`config.mk`:
```
export PLATFORM = sky130hd
export DESIGN_NAME = qdma_mailbox_fifo_reader
export DESIGN_NICKNAME = d
export VERILOG_FILES = /design/src/rtl/qdma_mailbox_pkg.sv /design/src/rtl/qdma_mailbox_skid_buf.sv /design/src/rtl/qdma_mailbox_fifo_reader.sv
export SDC_FILE = /design/constraint.sdc
export NUM_CORES = 1
export LEC_CHECK = 0
export ABC_AREA = 0
export CAP_MARGIN = 20
export CELL_PAD_IN_SITES_DETAIL_PLACEMENT = 0
export CELL_PAD_IN_SITES_GLOBAL_PLACEMENT = 2
export CORE_ASPECT_RATIO = 1.4
export CORE_UTILIZATION = 28
export DETAILED_ROUTE_END_ITERATION = 10
export GPL_TIMING_DRIVEN = 0
export PLACE_DENSITY_LB_ADDON = 0.08
export SYNTH_ARGS = -nofsm -noshare
export SYNTH_HDL_FRONTEND = slang
export SYNTH_HIERARCHICAL = 1
export SYNTH_SLANG_ARGS = --single-unit
```
`constraint.sdc`:
```
create_clock -name clkin -period 2.3 [get_ports clkin]
set_input_delay 0.575 -clock clkin [delete_from_list [all_inputs] [get_ports clkin]]
set_output_delay 0.575 -clock clkin [all_outputs]
set_load 0.03 [all_outputs]
```
`src/rtl/qdma_mailbox_pkg.sv`:
```
// Shared types and helpers for the mailbox FIFO read/write engines.
package qdma_mailbox_pkg;

    localparam int unsigned MBX_DATAWIDTH     = 256;
    localparam int unsigned MBX_MAX_MSG_WORDS = 16;

    typedef logic [0:0] rd_state_e;
    localparam rd_state_e HDR  = 1'b0;
    localparam rd_state_e BODY = 1'b1;

    typedef struct packed {
        logic [MBX_DATAWIDTH-1:0] data;
        logic                     sop;
        logic                     last;
    } skid_entry_t;

    function automatic logic hdr_len_legal(input int unsigned len, input int unsigned max_words);
        return (len != 0) && (len <= max_words);
    endfunction

endpackage

```
`src/rtl/qdma_mailbox_skid_buf.sv`:
```
// Two-entry in-order valid/ready buffer; push and pop may coincide at any occupancy.
module qdma_mailbox_skid_buf #(
    parameter int unsigned WIDTH = 258
) (
    input  logic             clk_i,
    input  logic             rst_ni,
    input  logic             flush_i,
    input  logic             in_valid_i,
    output logic             in_ready_o,
    input  logic [WIDTH-1:0] in_data_i,
    output logic             out_valid_o,
    input  logic             out_ready_i,
    output logic [WIDTH-1:0] out_data_o
);

    logic [WIDTH-1:0] head_q, head_d;
    logic [WIDTH-1:0] tail_q, tail_d;
    logic [1:0]       cnt_q, cnt_d;
    logic             push, pop;

    assign out_valid_o = (cnt_q != 2'd0);
    assign out_data_o  = head_q;
    assign pop         = out_valid_o & out_ready_i;
    // Full is only a stall when the head is not leaving this cycle.
    assign in_ready_o  = (cnt_q != 2'd2) | pop;
    assign push        = in_valid_i & in_ready_o;

    always_comb begin
        head_d = head_q;
        tail_d = tail_q;
        cnt_d  = cnt_q;
        if (flush_i) begin
            cnt_d = 2'd0;
        end else begin
            case ({push, pop})
                2'b10: begin
                    if (cnt_q == 2'd0) head_d = in_data_i;
                    else               tail_d = in_data_i;
                    cnt_d = cnt_q + 2'd1;
                end
                2'b01: begin
                    head_d = tail_q;
                    cnt_d  = cnt_q - 2'd1;
                end
                2'b11: begin
                    if (cnt_q == 2'd1) begin
                        head_d = in_data_i;
                    end else begin
                        head_d = tail_q;
                        tail_d = in_data_i;
                    end
                end
                default: ;
            endcase
        end
    end

    always_ff @(posedge clk_i or negedge rst_ni) begin
        if (!rst_ni) begin
            head_q <= '0;
            tail_q <= '0;
            cnt_q  <= 2'd0;
        end else begin
            head_q <= head_d;
            tail_q <= tail_d;
            cnt_q  <= cnt_d;
        end
    end

endmodule

```
`src/rtl/qdma_mailbox_fifo_reader.sv`:
```
// Drains mailbox FIFO words into a framed valid/ready message stream using header lengths.
module qdma_mailbox_fifo_reader
    import qdma_mailbox_pkg::*;
#(
    parameter int unsigned DATAWIDTH     = MBX_DATAWIDTH,
    parameter int unsigned LEN_W         = 8,
    parameter int unsigned MAX_MSG_WORDS = MBX_MAX_MSG_WORDS,
    parameter int unsigned CNT_W         = 16
) (
    input  logic                 clkin,
    input  logic                 reset_n,
    input  logic                 sync_reset_n,
    input  logic [DATAWIDTH-1:0] fifo_data,
    input  logic                 fifo_empty,
    output logic                 fifo_rd_en,
    output logic [DATAWIDTH-1:0] m_data,
    output logic                 m_valid,
    input  logic                 m_ready,
    output logic                 m_sop,
    output logic                 m_last,
    output logic                 msg_err,
    output logic [CNT_W-1:0]     msg_cnt
);

    localparam int unsigned REM_W = $clog2(MAX_MSG_WORDS + 1);
    localparam int unsigned ENT_W = DATAWIDTH + 2;

    rd_state_e        state_q, state_d;
    logic [REM_W-1:0] rem_q, rem_d;
    logic             msg_err_q, msg_err_d;
    logic [CNT_W-1:0] msg_cnt_q, msg_cnt_d;

    logic [LEN_W-1:0] hdr_len;
    logic             hdr_legal;
    logic             tag_sop, tag_last;
    logic             skid_in_ready, skid_out_valid;
    logic [ENT_W-1:0] skid_out_data;

    assign hdr_len   = fifo_data[LEN_W-1:0];
    assign hdr_legal = hdr_len_legal(32'(hdr_len), MAX_MSG_WORDS);

    // The FIFO flushes alongside us on sync_reset_n, so no dequeue that cycle.
    assign fifo_rd_en = ~fifo_empty & sync_reset_n & reset_n & skid_in_ready;

    always_comb begin
        state_d   = state_q;
        rem_d     = rem_q;
        msg_err_d = 1'b0;
        tag_sop   = 1'b0;
        tag_last  = 1'b0;
        if (!sync_reset_n) begin
            state_d = HDR;
            rem_d   = '0;
        end else if (fifo_rd_en) begin
            case (state_q)
                HDR: begin
                    tag_sop   = 1'b1;
                    msg_err_d = ~hdr_legal;
                    // Illegal lengths are framed as single-word messages.
                    if (!hdr_legal || hdr_len == LEN_W'(1)) begin
                        tag_last = 1'b1;
                    end else begin
                        rem_d   = REM_W'(hdr_len - LEN_W'(1));
                        state_d = BODY;
                    end
                end
                default: begin
                    if (rem_q <= REM_W'(1)) begin
                        tag_last = 1'b1;
                        rem_d    = '0;
                        state_d  = HDR;
                    end else begin
                        rem_d = rem_q - REM_W'(1);
                    end
                end
            endcase
        end
    end

    always_comb begin
        msg_cnt_d = msg_cnt_q;
        if (skid_out_valid && m_ready && skid_out_data[0]) begin
            msg_cnt_d = msg_cnt_q + CNT_W'(1);
        end
    end

    always_ff @(posedge clkin or negedge reset_n) begin
        if (!reset_n) begin
            state_q   <= HDR;
            rem_q     <= '0;
            msg_err_q <= 1'b0;
            msg_cnt_q <= '0;
        end else begin
            state_q   <= state_d;
            rem_q     <= rem_d;
            msg_err_q <= msg_err_d;
            msg_cnt_q <= msg_cnt_d;
        end
    end

    qdma_mailbox_skid_buf #(
        .WIDTH (ENT_W)
    ) u_skid (
        .clk_i       (clkin),
        .rst_ni      (reset_n),
        .flush_i     (~sync_reset_n),
        .in_valid_i  (fifo_rd_en),
        .in_ready_o  (skid_in_ready),
        .in_data_i   ({fifo_data, tag_sop, tag_last}),
        .out_valid_o (skid_out_valid),
        .out_ready_i (m_ready),
        .out_data_o  (skid_out_data)
    );

    assign m_valid = skid_out_valid;
    assign m_data  = skid_out_data[ENT_W-1:2];
    assign m_sop   = skid_out_data[1] & skid_out_valid;
    assign m_last  = skid_out_data[0] & skid_out_valid;
    assign msg_err = msg_err_q;
    assign msg_cnt = msg_cnt_q;

endmodule

```
* Yosys cells after proc, flatten, opt, wreduce, memory -nomap -nowiden *
Index checks and enable logic that the tools add are counted.

operators by class
  add/sub/neg operators = 5
  bitwise operators = 10
  multiply operators = 0
  $lt $le $gt $ge = 2
  reduce and logical (&&, ||, !) cells = 13
  mux-type cells = 27
  shift-type cells = 0
  div/mod/pow operators = 0
  equality and inequality tests = 12

operator list
  kind                   number
  $mux 258               4
  $pmux 258 s3           1
  $pmux 258 s2           1
  $mux 5                 5
  $add 16x1->16 const B  1
  $mux 1                 14
  $sub 5x1->5 const B    2
  $eq 8x1->1 const B     1
  $le 8x5->1 const B     1
  $reduce_bool 8->1      1
  $and 1x1->1            7
  $ne 2x2->1 const B     3
  $le 5x1->1 const B     1
  $eq 2x1->1 const B     2
  $eq 2x2->1 const B     2
  $ne 2x1->1 const B     2
  $pmux 2 s2             1
  $reduce_and 4->1       1
  $reduce_bool 2->1      2
  $logic_and 1x1->1      3
  $ne 3x1->1 const B     1
  $ne 3x3->1 const B     1
  $reduce_and 3->1       1
  $reduce_bool 3->1      1
  other kinds (9)        10

storage, ports and cells
  register bits after elaboration = 541
  word-level logic and storage cells = 76
  memories kept = 0
  input bits = 261
  bits in latches = 0
  bits in read-only memories = 0
  memory bits (writable) = 0

* Depth between registers and ports, before layout *
Gate-level depths: netlist of run 1.

  depth after elaboration = 9
  mapped depth = 14

* Cells and area by module *
The synthesis of run 1 kept the hierarchy.

by module, submodules not included
  module                    area each (um^2)  times used  cells each
  qdma_mailbox_skid_buf     21331.7           1           1977
  qdma_mailbox_fifo_reader  1306.3            1           132

* Least setup slack after synthesis of run 1 *
No wires, ideal clock.

  kind = register to register
  start point = register u_skid.cnt_q[0]
  end point = register u_skid.head_q[169], in the netlist u_skid/out_data_o[169]
  path slack = -213 ps
  required time = 2170 ps
  cell stages (with the launch flop) = 15
  clock period less this slack = 2513 ps
  setup time = 130 ps
  arrival = 2384 ps
  cells stage by stage = dfrtp_1 inv_1 ha_1 nand2b_1 buf_2 nand2_1 nand4b_4 inv_2 buf_2 nand3b_1 a21oi_1 buf_4 buf_4 buf_2 a31oi_1

between the ends
  word-level cells in the longest chain between the ends = 8
  elaborated cells between the ends (all ways) = 16
  those cells by class = 6 x eq/ne; 2 x mux; 4 x bitwise; 4 x reduce/logical

RTL lines
  element                                                    line                            RTL
  start, declared                                            qdma_mailbox_skid_buf.sv:18     logic [1:0] cnt_q, cnt_d;
  start signal, assigned                                     qdma_mailbox_skid_buf.sv:66     cnt_q <= cnt_d;
  $reduce_bool 2->1                                          qdma_mailbox_skid_buf.sv:21     assign out_valid_o = (cnt_q != 2'd0);
  $and 1x1->1                                                qdma_mailbox_skid_buf.sv:23     assign pop = out_valid_o & out_ready_i;
  $or 1x1->1 *                                               qdma_mailbox_skid_buf.sv:25     assign in_ready_o = (cnt_q != 2'd2) | pop;
  via skid_in_ready                                          qdma_mailbox_fifo_reader.sv:36  logic skid_in_ready, skid_out_valid;
  $and 1x1->1 *                                              qdma_mailbox_fifo_reader.sv:43  assign fifo_rd_en = ~fifo_empty & sync_reset_n & reset_n & skid_in_ready;
  via fifo_rd_en                                             qdma_mailbox_fifo_reader.sv:15  output logic fifo_rd_en,
  $and 1x1->1 *                                              qdma_mailbox_skid_buf.sv:26     assign push = in_valid_i & in_ready_o;
  $eq 2x2->1 or $eq 2x1->1 (tied branches)                   qdma_mailbox_skid_buf.sv:35     case ({push, pop})
  $ne 2x1->1 (no line) or $reduce_bool 3->1 (tied branches)  n/a
  $reduce_and 3->1 (no line)                                 n/a
  end signal, assigned                                       qdma_mailbox_skid_buf.sv:60     head_q <= '0;
  end signal, assigned                                       qdma_mailbox_skid_buf.sv:64     head_q <= head_d;
  end, declared                                              qdma_mailbox_skid_buf.sv:16     logic [WIDTH-1:0] head_q, head_d;

Mark *: on every way through the listed nets, which the timed path passes. The rest lies on a longest branch.
A chain may end at the register's enable or synchronous reset.

* Worst setup path in the final report of run 1 *
  start point = register u_skid.cnt_q[1]
  end point = register u_skid.head_q[6], in the netlist u_skid/out_data_o[6]

between the ends
  word-level cells in the longest chain between the ends = 8
  elaborated cells between the ends (all ways) = 16
  those cells by class = 6 x eq/ne; 2 x mux; 4 x bitwise; 4 x reduce/logical

RTL lines
  element                                                    line
  $reduce_bool 2->1                                          qdma_mailbox_skid_buf.sv:21
  $and 1x1->1                                                qdma_mailbox_skid_buf.sv:23
  $or 1x1->1 *                                               qdma_mailbox_skid_buf.sv:25
  via skid_in_ready                                          qdma_mailbox_fifo_reader.sv:36
  $and 1x1->1                                                qdma_mailbox_fifo_reader.sv:43
  $and 1x1->1 *                                              qdma_mailbox_skid_buf.sv:26
  $eq 2x2->1 or $eq 2x1->1 (tied branches)                   qdma_mailbox_skid_buf.sv:35
  $ne 2x1->1 (no line) or $reduce_bool 3->1 (tied branches)  n/a
  $reduce_and 3->1 (no line)                                 n/a

Marked as above.

==> impl_metrics.env, run 1 <==
export IMPL_leakagePower_nw=14.8
export IMPL_cts_sinks=541
export IMPL_wire_per_inst_um=21.9
export IMPL_cts_made_buffers=60
export IMPL_cp_common_cell="buf_16"
export IMPL_syn_area_per_cell_sq_um=10.7
export IMPL_max_cap_viol_count=0
export IMPL_synth_simple_area_share_pct=14.3
export IMPL_antenna_found_initial=23
export IMPL_power_density_nw_per_um2=1320
export IMPL_setup_viol=516
export IMPL_drv_slew=0
export IMPL_status="complete, but fails checks"
export IMPL_seq_area_frac_synth_pct=59.8
export IMPL_r2r_start="u_skid/cnt_q[1]"
export IMPL_finalHoldViolCount=0
export IMPL_postRouteAntennaNets=0
export IMPL_synth_top_family_by_area="simple AND/OR/NAND/NOR gates"
export IMPL_synth_edf_count=0
export IMPL_synth_most_common_cell="dfrtp_1"
export IMPL_drt_initial_drc_count=864
export IMPL_gp_congestion=0.759
export IMPL_synth_xor_xnor_area_share_pct=0.696
export IMPL_crit_type="register to register"
export IMPL_hpwl_um=56500
export IMPL_rsz0062_at_grt="true"
export IMPL_wl_um=85300
export IMPL_synth_mux_area_share_pct=13.0
export IMPL_fin_crit_sh_pct=108
export IMPL_detail_route_vias_per_cell=4.75
export IMPL_post_route_min_period_ns=2.49
export IMPL_die_area_sq_um=82000
export IMPL_netlist_area_sq_um=22600
export IMPL_design_area_sq_um=34500
export IMPL_grt_max_degree=84
export IMPL_grtUsageTotal_pct=19.4
export IMPL_ys_flop_type="dfrtp_1"
export IMPL_synth_fa_ha_area_share_pct=0.442
export IMPL_worstSetupEndpointType="register"
export IMPL_arrival_ns=3.00
export IMPL_synth_seq_cells=541
export IMPL_hold_class="input pin to asynchronous set/reset pin"
export IMPL_r2r_end="u_skid/out_data_o[6]"
export IMPL_synth_top_cell_area_share_pct=59.8
export IMPL_root_buffer="clkbuf_16"
export IMPL_clk_latency_ns=0.64
export IMPL_clk_path_buf_depth=3
export IMPL_die_y_um=338
export IMPL_ys_async_sr_fraction_pct=100
export IMPL_p_int_mw=28.3
export IMPL_syn_nets=2378
export IMPL_pwr_share_seq_pct=35.1
export IMPL_fin_ws_ns=-0.186
export IMPL_ys_top_cells_by_count="dfrtp_1, nand2_1, nor2_1, a31oi_1, mux2_2"
export IMPL_fillers=7732
export IMPL_skew_ns=0.0279
export IMPL_syn_instance_count=2109
export IMPL_p_comb_share_pct=42.9
export IMPL_tightest_slew_ns=0.824
export IMPL_vias=18485
export IMPL_drive_gt1_share_pct=23.4
export IMPL_core_area_sq_um=80200
export IMPL_clkSlewWorstSetupHoldPaths_ns=0.06
export IMPL_crit_slowest_cell="dfrtp_1"
export IMPL_critPathRequiredTime_ns=2.81
export IMPL_violations="negative setup slack"
export IMPL_reg2reg_depth=14
export IMPL_drc_errors=0
export IMPL_critical_path_top_delay_family="buffers and inverters"
export IMPL_htree_num_levels=2
export IMPL_placed_cell_area_sq_um=29600
export IMPL_cp_cell_sequence="inv_2, ha_4, nand2b_4, nand2_4, nand4b_4, clkinv_4, buf_8, nand3b_1, a21oi_4, buf_12, buf_16, buf_16, clkbuf_16, a31oi_4"
export IMPL_critical_path_max_stage_delay_ns=0.39
export IMPL_grt_pass1_vias=18815
export IMPL_power_share_clock_pct=22.0
export IMPL_overflow=0
export IMPL_dr_pass1_iters=5
export IMPL_ir_worst_vdd_uv=650
export IMPL_synth_distinct_cells=45
export IMPL_slew_headroom_pct=44.9
export IMPL_dp_slack_ns=-1.82
export IMPL_grt_pass1_wl_um=122000
export IMPL_r2r_setup_slack_ns=-0.19
export IMPL_whs_ns=0.0402
export IMPL_ys_top_cells_by_area="dfrtp_1, mux2_2, nand2_1, a31oi_1, nor2_1"
export IMPL_cts_tree="built"
export IMPL_net_switching_power_mw=17.3
export IMPL_synth_compound_area_share_pct=8.03
export IMPL_area_growth_pct=52.6
export IMPL_path_buf_inv=7
export IMPL_fp_dieW_um=242
export IMPL_start_kind="register"
export IMPL_yosysTopAreaCell="dfrtp_1"
export IMPL_placement_io_buffers=536
export IMPL_rows=123
export IMPL_fmax_mhz=402
export IMPL_io_pins=538
export IMPL_postLayoutCoreUtil_pct=43.1
export IMPL_path_max_fanout=8
export IMPL_initial_core_util_pct=28.2
export IMPL_yosysWarningCount=6
export IMPL_setup_tns_ns=-45.25
export IMPL_layout_nets=3040
export IMPL_swShare_pct=38.0
==> cell usage in the layout (no fill, tap or decap), types with 11 or more instances in the layout <==
cell type        Yosys  layout
buf_12               0      30
dfrtp_1            541     541
clkbuf_16            0      84
clkdlybuf4s50_1      0     531
nor2_1             272     267
mux2_2             260     260
clkbuf_1             5      11
buf_16               0      14
buf_4               23      54
buf_2              118      23
clkinv_2             0      15
buf_8                0      14
clkbuf_8             0      18
a31oi_1            260     193
xnor2_1             15      15
buf_6                0      38
a31oi_4              0      63
nand2_1            532     530
==> per-layer routing <==
metal / up-vias / track usage [%] / wire [um]
li1: 8537 / - / -
met1: 9275 / 23.6 / 34400
met2: 509 / 32.1 / 42000
met3: 140 / 6.07 / 6000
met4: 24 / 7.37 / 2700
met5: - / 0 / 138
==> tightest hold or removal path: cells and delay by family <==
family	cells	cell delay [ns]
buffers and inverters	3	0.47
==> stage by stage <==
step                cells  power (mW)
floorplan            2109        25.6
global placement     3707        33.5
detailed placement   3713        33.8
CTS                  3841        44.4
global route         3892        48.0
finish               3894        45.6
==> kinds of logic after synthesis <==
logic type | count (synthesis)
and+or+nand+nor | 835
adders and majority gates | 8
xor gates and xnor gates | 18
DFF | 541
buffers and inverters | 159
AOI/OAI and AO/OA | 286
muxes | 262
==> area by class of cell <==
type	instances	area (sq um)	share of cell area, %
buffer	145	1620	4.68
clock buffer	90	1820	5.26
multi-input combinational	1409	9320	27.0
clock inverter	23	229	0.663
sequential	541	13500	39.2
inverter	13	53.8	0.156
antenna	10	25.0	0.0725
tap	1062	1330	3.85
timing repair buffer	601	6610	19.1
==> worst max path at each step <==
stage                                from                      to  slack [ns]  depth (start not counted)
after CTS                 u_skid/cnt_q[1]              fifo_rd_en       -0.28                          8
after global placement            reset_n  u_skid/out_data_o[241]      -25.23                          1
after global routing      u_skid/cnt_q[1]    u_skid/out_data_o[6]       -0.27                         14
after detailed placement          reset_n      u_skid/tail_q[226]       -1.82                         10
after floorplan           u_skid/cnt_q[0]    u_skid/out_data_o[0]      -0.007                         14
final                     u_skid/cnt_q[1]    u_skid/out_data_o[6]       -0.19                         14
==> sequential cells by signal, indices dropped and copies added (netlist names) <==
name and flops:
rem_q 5, u_skid/out_data_o 258, msg_cnt 16, msg_err 1
u_skid/tail_q 258, u_skid/cnt_q 2, state_q 1
==> repair_timing <==
action / CTS / global route
endpoints found under the setup margin: 725 / 739
resized for setup: 147 / 219
setup buffers: 11 / 12
hold endpoints to repair: 56 / 56
pin swaps: 1 / 5
cloned: 4 / 26
==> power groups by stage <==
stage	combinational [mW]	sequential [mW]	clock, mW
floorplan	5.43	20.2	0
global placement	17.5	16.1	0
detailed placement	17.7	16.1	0
CTS	18.0	16.0	10.4
global route	20.7	16.5	10.8
finish	19.6	16.0	10.0
(Power assumes the default switching activity.)
==> inputs of run 2 (changes only) <==
- RECOVER_POWER: unset -> 25
==> run 2 against run 1 <==
Compared with the run above: the flow finishes with violations (max-capacitance violations, max-slew violations, negative setup slack); cell count is the same; final area about the same; non-clock buffer count is the same; sequential share of layout area is essentially flat; first-iteration DRC count fell by 1.7%; register-to-register slack about the same; global-route usage unchanged; setup slack about the same; critical path depth unchanged; sequential power about the same; combinational power about the same; worst hold slack improved by 0.00059 ns; critical endpoint unchanged; largest cell class unchanged; highest routed layer unchanged.
==> impl_metrics.env, run 2 (same netlist as run 1, synthesis figures left out) <==
export IMPL_fmax_mhz=402
export IMPL_worstSetupEndpointType="register"
export IMPL_overflow=0
export IMPL_slew_headroom_pct=-38.0
export IMPL_drt_initial_drc_count=849
export IMPL_crit_type="register to register"
export IMPL_critical_path_top_delay_family="buffers and inverters"
export IMPL_grtUsageTotal_pct=19.4
export IMPL_r2r_end="u_skid/out_data_o[6]"
export IMPL_cts_made_buffers=60
export IMPL_swShare_pct=38.0
export IMPL_wl_um=85300
export IMPL_design_area_sq_um=34500
export IMPL_initial_core_util_pct=28.2
export IMPL_reg2reg_depth=14
export IMPL_layout_nets=3040
export IMPL_rows=123
export IMPL_root_buffer="clkbuf_16"
export IMPL_placement_io_buffers=536
export IMPL_setup_viol=522
export IMPL_postRouteAntennaNets=0
export IMPL_r2r_setup_slack_ns=-0.19
export IMPL_rsz0062_at_grt="true"
export IMPL_r2r_start="u_skid/cnt_q[1]"
export IMPL_placed_cell_area_sq_um=29600
export IMPL_hpwl_um=56500
export IMPL_drc_errors=0
export IMPL_pwr_share_seq_pct=35.1
export IMPL_clk_latency_ns=0.64
export IMPL_start_kind="register"
export IMPL_violations="max-capacitance violations, max-slew violations, negative setup slack"
export IMPL_critical_path_max_stage_delay_ns=0.39
export IMPL_skew_ns=0.0276
export IMPL_grt_pass1_wl_um=122000
export IMPL_whs_ns=0.0408
export IMPL_drive_gt1_share_pct=23.4
export IMPL_clkSlewWorstSetupHoldPaths_ns=0.06
export IMPL_p_int_mw=28.3
export IMPL_tightest_slew_ns=2.07
export IMPL_power_total_mw=45.6
export IMPL_fin_crit_sh_pct=108
export IMPL_path_max_fanout=8
export IMPL_power_share_clock_pct=22.0
export IMPL_status="complete, but fails checks"
export IMPL_p_comb_share_pct=42.9
export IMPL_fillers=7734
export IMPL_vias=18496
export IMPL_cts_sinks=541
export IMPL_dr_pass1_iters=5
export IMPL_worst_path_stages=14
export IMPL_ir_worst_vdd_uv=649
export IMPL_area_growth_pct=52.4
export IMPL_power_density_nw_per_um2=1320
export IMPL_net_switching_power_mw=17.3
export IMPL_leakagePower_nw=14.8
export IMPL_antenna_found_initial=23
export IMPL_die_area_sq_um=82000
export IMPL_cp_cell_sequence="inv_2, ha_4, nand2b_4, nand2_4, nand4b_4, clkinv_4, buf_8, nand3b_1, a21oi_4, buf_12, buf_16, buf_16, clkbuf_16, a31oi_4"
export IMPL_post_route_min_period_ns=2.49
export IMPL_finalHoldViolCount=0
export IMPL_cp_common_cell="buf_16"
export IMPL_layout_commonest_cell="dfrtp_1"
export IMPL_detail_route_vias_per_cell=4.75
export IMPL_clk_path_buf_depth=3
export IMPL_drv_slew=37
export IMPL_die_y_um=338
export IMPL_cts_tree="built"
export IMPL_crit_slowest_cell="dfrtp_1"
export IMPL_max_cap_viol_count=1
export IMPL_fin_ws_ns=-0.186
export IMPL_grt_max_degree=84
export IMPL_gp_congestion=0.759
export IMPL_fp_dieW_um=242
export IMPL_core_area_sq_um=80200
export IMPL_path_buf_inv=7
export IMPL_hold_class="input pin to asynchronous set/reset pin"
export IMPL_grt_pass1_vias=18815
export IMPL_final_cell_mix="dfrtp_1, clkdlybuf4s50_1, nand2_1, nor2_1, mux2_2"
export IMPL_wire_per_inst_um=21.9
export IMPL_critPathRequiredTime_ns=2.81
export IMPL_io_pins=538
export IMPL_htree_num_levels=2
export IMPL_arrival_ns=3.00
[run 2: changes by cell type in the layout (fill, tap and decap cells not counted), sizes merged]
cell,delta
bufbuf,-1
clkbuf,+1
[run 2: timing repair]
item,in CTS,in global routing
cloned,4,26
setup endpoints to repair,725,739
endpoints found under the hold margin,56,56
pin swaps,1,5
resized for setup,147,219
buffers inserted,11,12
[run 2: how the worst max path moves through the flow]
stage	from	endpoint	slack [ns]
2_1_floorplan	u_skid/cnt_q[0]	u_skid/out_data_o[0]	-0.007
3_3_place_gp	reset_n	u_skid/out_data_o[241]	-25.23
3_5_place_dp	reset_n	u_skid/tail_q[226]	-1.82
4_1_cts	u_skid/cnt_q[1]	fifo_rd_en	-0.28
5_1_grt	u_skid/cnt_q[1]	u_skid/out_data_o[6]	-0.27
6_report	u_skid/cnt_q[1]	u_skid/out_data_o[6]	-0.19
[run 2: per-layer routing]
metal | track usage, % | share of wire (%) | wire length, um | vias up
met5 | 0 | 0.16 | 138 | -
met4 | 7.37 | 3.2 | 2700 | 24
met3 | 6.07 | 6.9 | 5890 | 139
met2 | 32.1 | 49 | 42000 | 497
met1 | 23.6 | 40 | 34500 | 9295
li1 | - | - | - | 8541
[run 2: worst reg2reg max path, delay by kind of cell (launching register included)]
| family | cells | cell delay (ns) |
|---|---|---|
| buf+inv | 7 | 0.97 |
| simple gates | 4 | 0.50 |
| compound gates | 2 | 0.33 |
| flops | 1 | 0.39 |
| fa+ha+maj | 1 | 0.17 |
[run 2: area by class of cell]
cell class,count,area (sq um),share of cell area (%)
clock inverters,23,229,0.664
diodes,10,25.0,0.0725
well taps,1062,1330,3.85
repair buffers,601,6580,19.1
inverters,13,53.8,0.156
multi-input cells,1409,9320,27.0
plain buffers,145,1620,4.69
clock buffers,90,1820,5.26
flip-flops and latches,541,13500,39.2
[run 2: stage by stage]
stage / TNS (ns) / std cells / worst slack (ns) / utilization [%]
after floorplan: -1.57 / 2109 / -0.00661 / -
after global placement: - / 3707 / -25.23 / 36.7
after detailed placement: -864.06 / 3713 / -1.82 / 36.9
after CTS: -66.66 / 3841 / -0.283 / 40.3
after global routing: -96.39 / 3892 / -0.267 / 43.0
final: -45.22 / 3894 / -0.186 / 43.0
[run 2: power groups by stage]
stage	Sequential, mW	Combinational (mW)	Clock, mW
floorplan	20.2	5.43	0
global placement	16.1	17.5	0
detailed placement	16.1	17.7	0
CTS	16.0	18.0	10.4
global route	16.5	20.7	10.8
finish	16.0	19.6	10.0
==> patch 1: new RTL, flow settings as in run 1 <==
Register the output `msg_cnt` once more, without a reset; this adds one clock of latency there. The other outputs are not delayed to match.
--- a/src/rtl/qdma_mailbox_fifo_reader.sv
+++ b/src/rtl/qdma_mailbox_fifo_reader.sv
@@ -119,3 +119,5 @@
     assign msg_err = msg_err_q;
-    assign msg_cnt = msg_cnt_q;
+    always_ff @(posedge clkin) begin
+        msg_cnt <= msg_cnt_q;
+    end
 
Function: not settled (the Yosys comparison gave no result); the edit may change what the design does.
==> patch 1 against run 1 <==
The flow still finishes with violations (negative setup slack). Routed wire length shrank 2.0%. Setup slack lost 0.19 ns. Cell area shrank 1.8%. Register-to-register slack lost 0.18 ns. Hold slack gained 0.0071 ns. Area after synthesis grew 1.3%. Maximum frequency shrank 7.2%. Non-clock buffer count shrank 16. Total power shrank 0.41%. Sequential cell count grew 16. Core utilization shrank 1.0 points. Synthesized cell count grew 0.52%. Sequential power grew 3%. Largest cell class unchanged.
==> patch 1: results <==
status:
  status: "finished with violations"
  violations: "negative setup slack"
place:
  dp_hpwl_mm: 57.1
  dp_cells: 3724
  dpl-instance-area_sq_um: 30000
yosys:
  ys_top_cells_by_area: "dfrtp_1 59%, mux2_2 13%, nand2_1 8.7%, a31oi_1 7.1%, nor2_1 4.4%"
  ys_types: 40
  synth_compound_area_share_pct: 7.76
  netlist_top_cells_count: "541 x dfrtp_1, 534 x nand2_1, 269 x nor2_1"
  synth_adder_area_share_pct: 0.437
  async_flop_share_pct: 97.1
critical_path:
  cp-endpoint: "fifo_rd_en"
  path_class: "register to primary output"
detailed_routing:
  drt-total-wl_mm: 83.6
  vias: 18200
  drtIter0Drc: 834
final_layout:
  clk_share_pct: 6.10
  multi_input_area_share_pct: 25.7
  comb.multi_input.count: 1404
  diodes: 11
  clkbuf_count: 93
  final_cell_count_no_fill: 3888
  drive_above_1_share_pct: 21.5
  seq_cell_count: 557
floorplanning:
  die-area_sq_um: 83000
global_route:
  grt_pass1_wl_mm: 123
clocking:
  post_cts_buffers: 17
  cts_resized: 130
  cts-buffers-inserted: 61
timing:
  worst_slack_ns: -0.379
  finClkSkew_ns: 0.0102
  tightest_slew_ns: 0.614
  final-setup-viol-count: 558
pwr:
  comb_power_uw: 18800
  powerDensity_nw_per_um2: 1340
  vdd_drop_max_mv: 0.655
[patch 1: how the worst min path moves through the flow]
stage                     cells after the start  slack [ns]                endpoint
final                                         3        0.05  u_skid/out_data_o[113]
after global routing                          2        0.03            msg_cnt_q[6]
after CTS                                     3        0.01  u_skid/out_data_o[113]
after detailed placement                      0        0.38             msg_cnt[15]
after global placement                        0        0.38             msg_cnt[15]
after floorplan                               0        0.28            msg_cnt_q[0]
[patch 1: per-stage QoR]
stage / power (uW) / setup slack, ns
3_5_place_dp: 34300 / -2.04
2_1_floorplan: 26000 / -0.292
6_report: 45400 / -0.379
3_3_place_gp: 34000 / -24.86
5_1_grt: 47900 / -0.511
4_1_cts: 45400 / -0.554
[patch 1: worst min-delay path, stage by stage]
cell and delay (ns):
buf_16 0.12, buf_16 0.11, buf_16 0.24
[patch 1: metal layers]
layer  track usage, %  part of all wire (%)
met1             24.2                    41
met2             32.4                    48
met3             6.39                   7.5
met4             6.78                   2.6
met5                0                  0.23
==> patch 2: new RTL, config.mk and constraints of run 1 <==
Made on the original files. The parameter `LEN_W` goes from 8 to 16.
--- a/src/rtl/qdma_mailbox_fifo_reader.sv
+++ b/src/rtl/qdma_mailbox_fifo_reader.sv
@@ -5,3 +5,3 @@
     parameter int unsigned DATAWIDTH     = MBX_DATAWIDTH,
-    parameter int unsigned LEN_W         = 8,
+    parameter int unsigned LEN_W         = 16,
     parameter int unsigned MAX_MSG_WORDS = MBX_MAX_MSG_WORDS,
Function: not settled (the Yosys comparison gave no result); the edit may change what the design does.
==> patch 2 against run 1 <==
The run still ends with negative setup slack left. Routed wire length increased by 1.5%. First-iteration DRC count decreased by 10%. Sequential cell count unchanged. Area after synthesis increased by 0.13%. Total power increased by 0.80%. Critical path depth increased by 2. Final cell count increased by 0.92%. Non-clock buffer count increased by 38. Cell area increased by 2.6%. Sequential power about the same. Setup slack got worse by 0.27 ns. Largest power group unchanged.
==> patch 2: results <==
global_route:
  grt_util_all_layers_pct: 19.9
  grt_pass1_vias: 19000
  grt_pass1_wl_mm: 124
  antenna_found_initial: 15
  grt_max_degree: 103
status:
  status: "finished with violations"
  violations: "negative setup slack"
place:
  dp_cells: 3717
  place.gp.congestion: 0.771
  io_buffer_count: 537
  dp_hpwl_mm: 57.0
detailed_routing:
  dr.pass1.iters: 5
  drtIter0Drc: 776
  vias_per_cell: 4.73
  drt-total-wl_mm: 86.6
clocking:
  cts-htree-levels: 2
  cts-root-buf: "clkbuf_16"
  insertion_delay_ns: 0.64
  cts-buffers-inserted: 59
  cts.clk_slew.worst_paths_ns: 0.06
  cts_buffer_depth: 3
critical_path:
  arrival_ns: 3.26
  worstReg2RegEnd: "u_skid/out_data_o[198]"
  r2r_cells: 16
  rr_startpoint: "u_skid/cnt_q[0]"
  path_class: "register to register"
  path_max_fanout: 8
  slowest_stage: "dfrtp_1"
  slowest_delay_ns: 0.38
pwr:
  p_leak_uw: 0.0153
  vdd_drop_max_mv: 0.736
yosys:
  synth_nets: 2383
  ys_types: 40
  synth-seq-area-share_pct: 59.7
  synthFlopType: "dfrtp_1"
  yosysWarnings: 6
  netlist_top_cells_count: "541 x dfrtp_1, 532 x nand2_1, 273 x nor2_1"
  async_flop_share_pct: 100
  ys_top_cells_by_area: "dfrtp_1 60%, mux2_2 13%, nand2_1 8.8%, a31oi_1 7.1%, nor2_1 4.5%"
  synthCells: 2113
final_layout:
  final_cell_count_no_fill: 3930
  nets: 3083
  drive_above_1_share_pct: 24.0
  area.growth.synth_to_final_pct: 56.3
timing:
  finClkSkew_ns: 0.0263
  final-setup-viol-count: 556
  slew_headroom_pct: 60.5
  tns_ns: -163.64
  worst_slack_ns: -0.457
min_path:
  hold_class: "primary input to async pin"
==> patch 2: cell types whose count changed after synthesis, moves of 2 or more <==
cell	run 1	this run
and3_1	1	5
xor2_1	3	9
nand4_1	3	0
xnor2_1	15	11
nor3b_1	0	2
o2bb2ai_1	0	3
==> patch 2: timing repair <==
item	CTS	global route
gates resized for setup	130	224
pin swaps	3	5
hold buffers	3	0
gates cloned	17	38
endpoints found under the hold margin	54	0
setup endpoints to repair	735	756
setup buffers	21	23
==> patch 2: how the worst max path moves through the flow <==
stage	end	slack [ns]	cells past startpoint
2_1_floorplan	u_skid/out_data_o[0]	-0.13	15
3_3_place_gp	u_skid/tail_q[236]	-25.09	1
3_5_place_dp	u_skid/out_data_o[64]	-2.01	13
4_1_cts	fifo_rd_en	-0.45	7
5_1_grt	u_skid/out_data_o[34]	-0.50	16
6_report	u_skid/out_data_o[198]	-0.46	16
==> patch 2: kinds of logic (layout without fill, tap and decap cells) <==
| group | after synthesis | in the layout | synth area share, % |
|---|---|---|---|
| other cells | 0 | 7 | 0 |
| xor+xnor | 20 | 20 | 0.773 |
| flops | 541 | 541 | 59.7 |
| fa+ha+maj | 9 | 9 | 0.497 |
| mux | 262 | 262 | 13.0 |
| simple gates | 841 | 841 | 14.4 |
| compound gates | 283 | 283 | 8.02 |
| buf+inv | 157 | 905 | 3.61 |
==> patch 2: area by class of cell <==
cell class | instances | area (sq um)
antenna | 7 | 17.5
buffer | 141 | 1680
clock buffer | 94 | 1840
clock inverter | 15 | 229
fill | 7559 | 44700
inverter | 12 | 56.3
multi-input combinational | 1415 | 9200
sequential | 541 | 13500
tap | 1062 | 1330
timing repair buffer | 643 | 7540
==> patch 2: report_power, final <==
group	internal (uW)	switching [uW]	leakage, uW
Combinational	8930	10800	0.00777
Sequential	13700	2340	0.00654
Clock	6110	4070	0.00103
==> patch 2: worst max-delay path, delay by kind of cell, from the launching register on <==
kind | cells | cell delay [ns]
simple gates | 5 | 0.75
fa+ha+maj | 1 | 0.17
buf+inv | 8 | 1.02
compound gates | 2 | 0.26
flops | 1 | 0.38
==> patch 2: metal layers <==
layer | vias to the layer above | wire length [microns] | global-route usage [%]
met1 | 9352 | 36000 | 24.4
met5 | - | 103 | 0
met4 | 16 | 2290 | 6.29
met3 | 113 | 5730 | 5.85
met2 | 491 | 42400 | 33.4
li1 | 8623 | - | -
==> patch 2: metrics by stage <==
| stage | hold slack, ns | instance area [sq um] | worst slack (ns) |
|---|---|---|---|
| 6_report | 0.0216 | 35400 | -0.457 |
| 5_1_grt | 0.0210 | 35400 | -0.498 |
| 2_1_floorplan | 0.279 | 22900 | -0.134 |
| 4_1_cts | 0.0127 | 33100 | -0.446 |
| 3_3_place_gp | 0.466 | 29600 | -25.09 |
| 3_5_place_dp | 0.467 | 29800 | -2.01 |
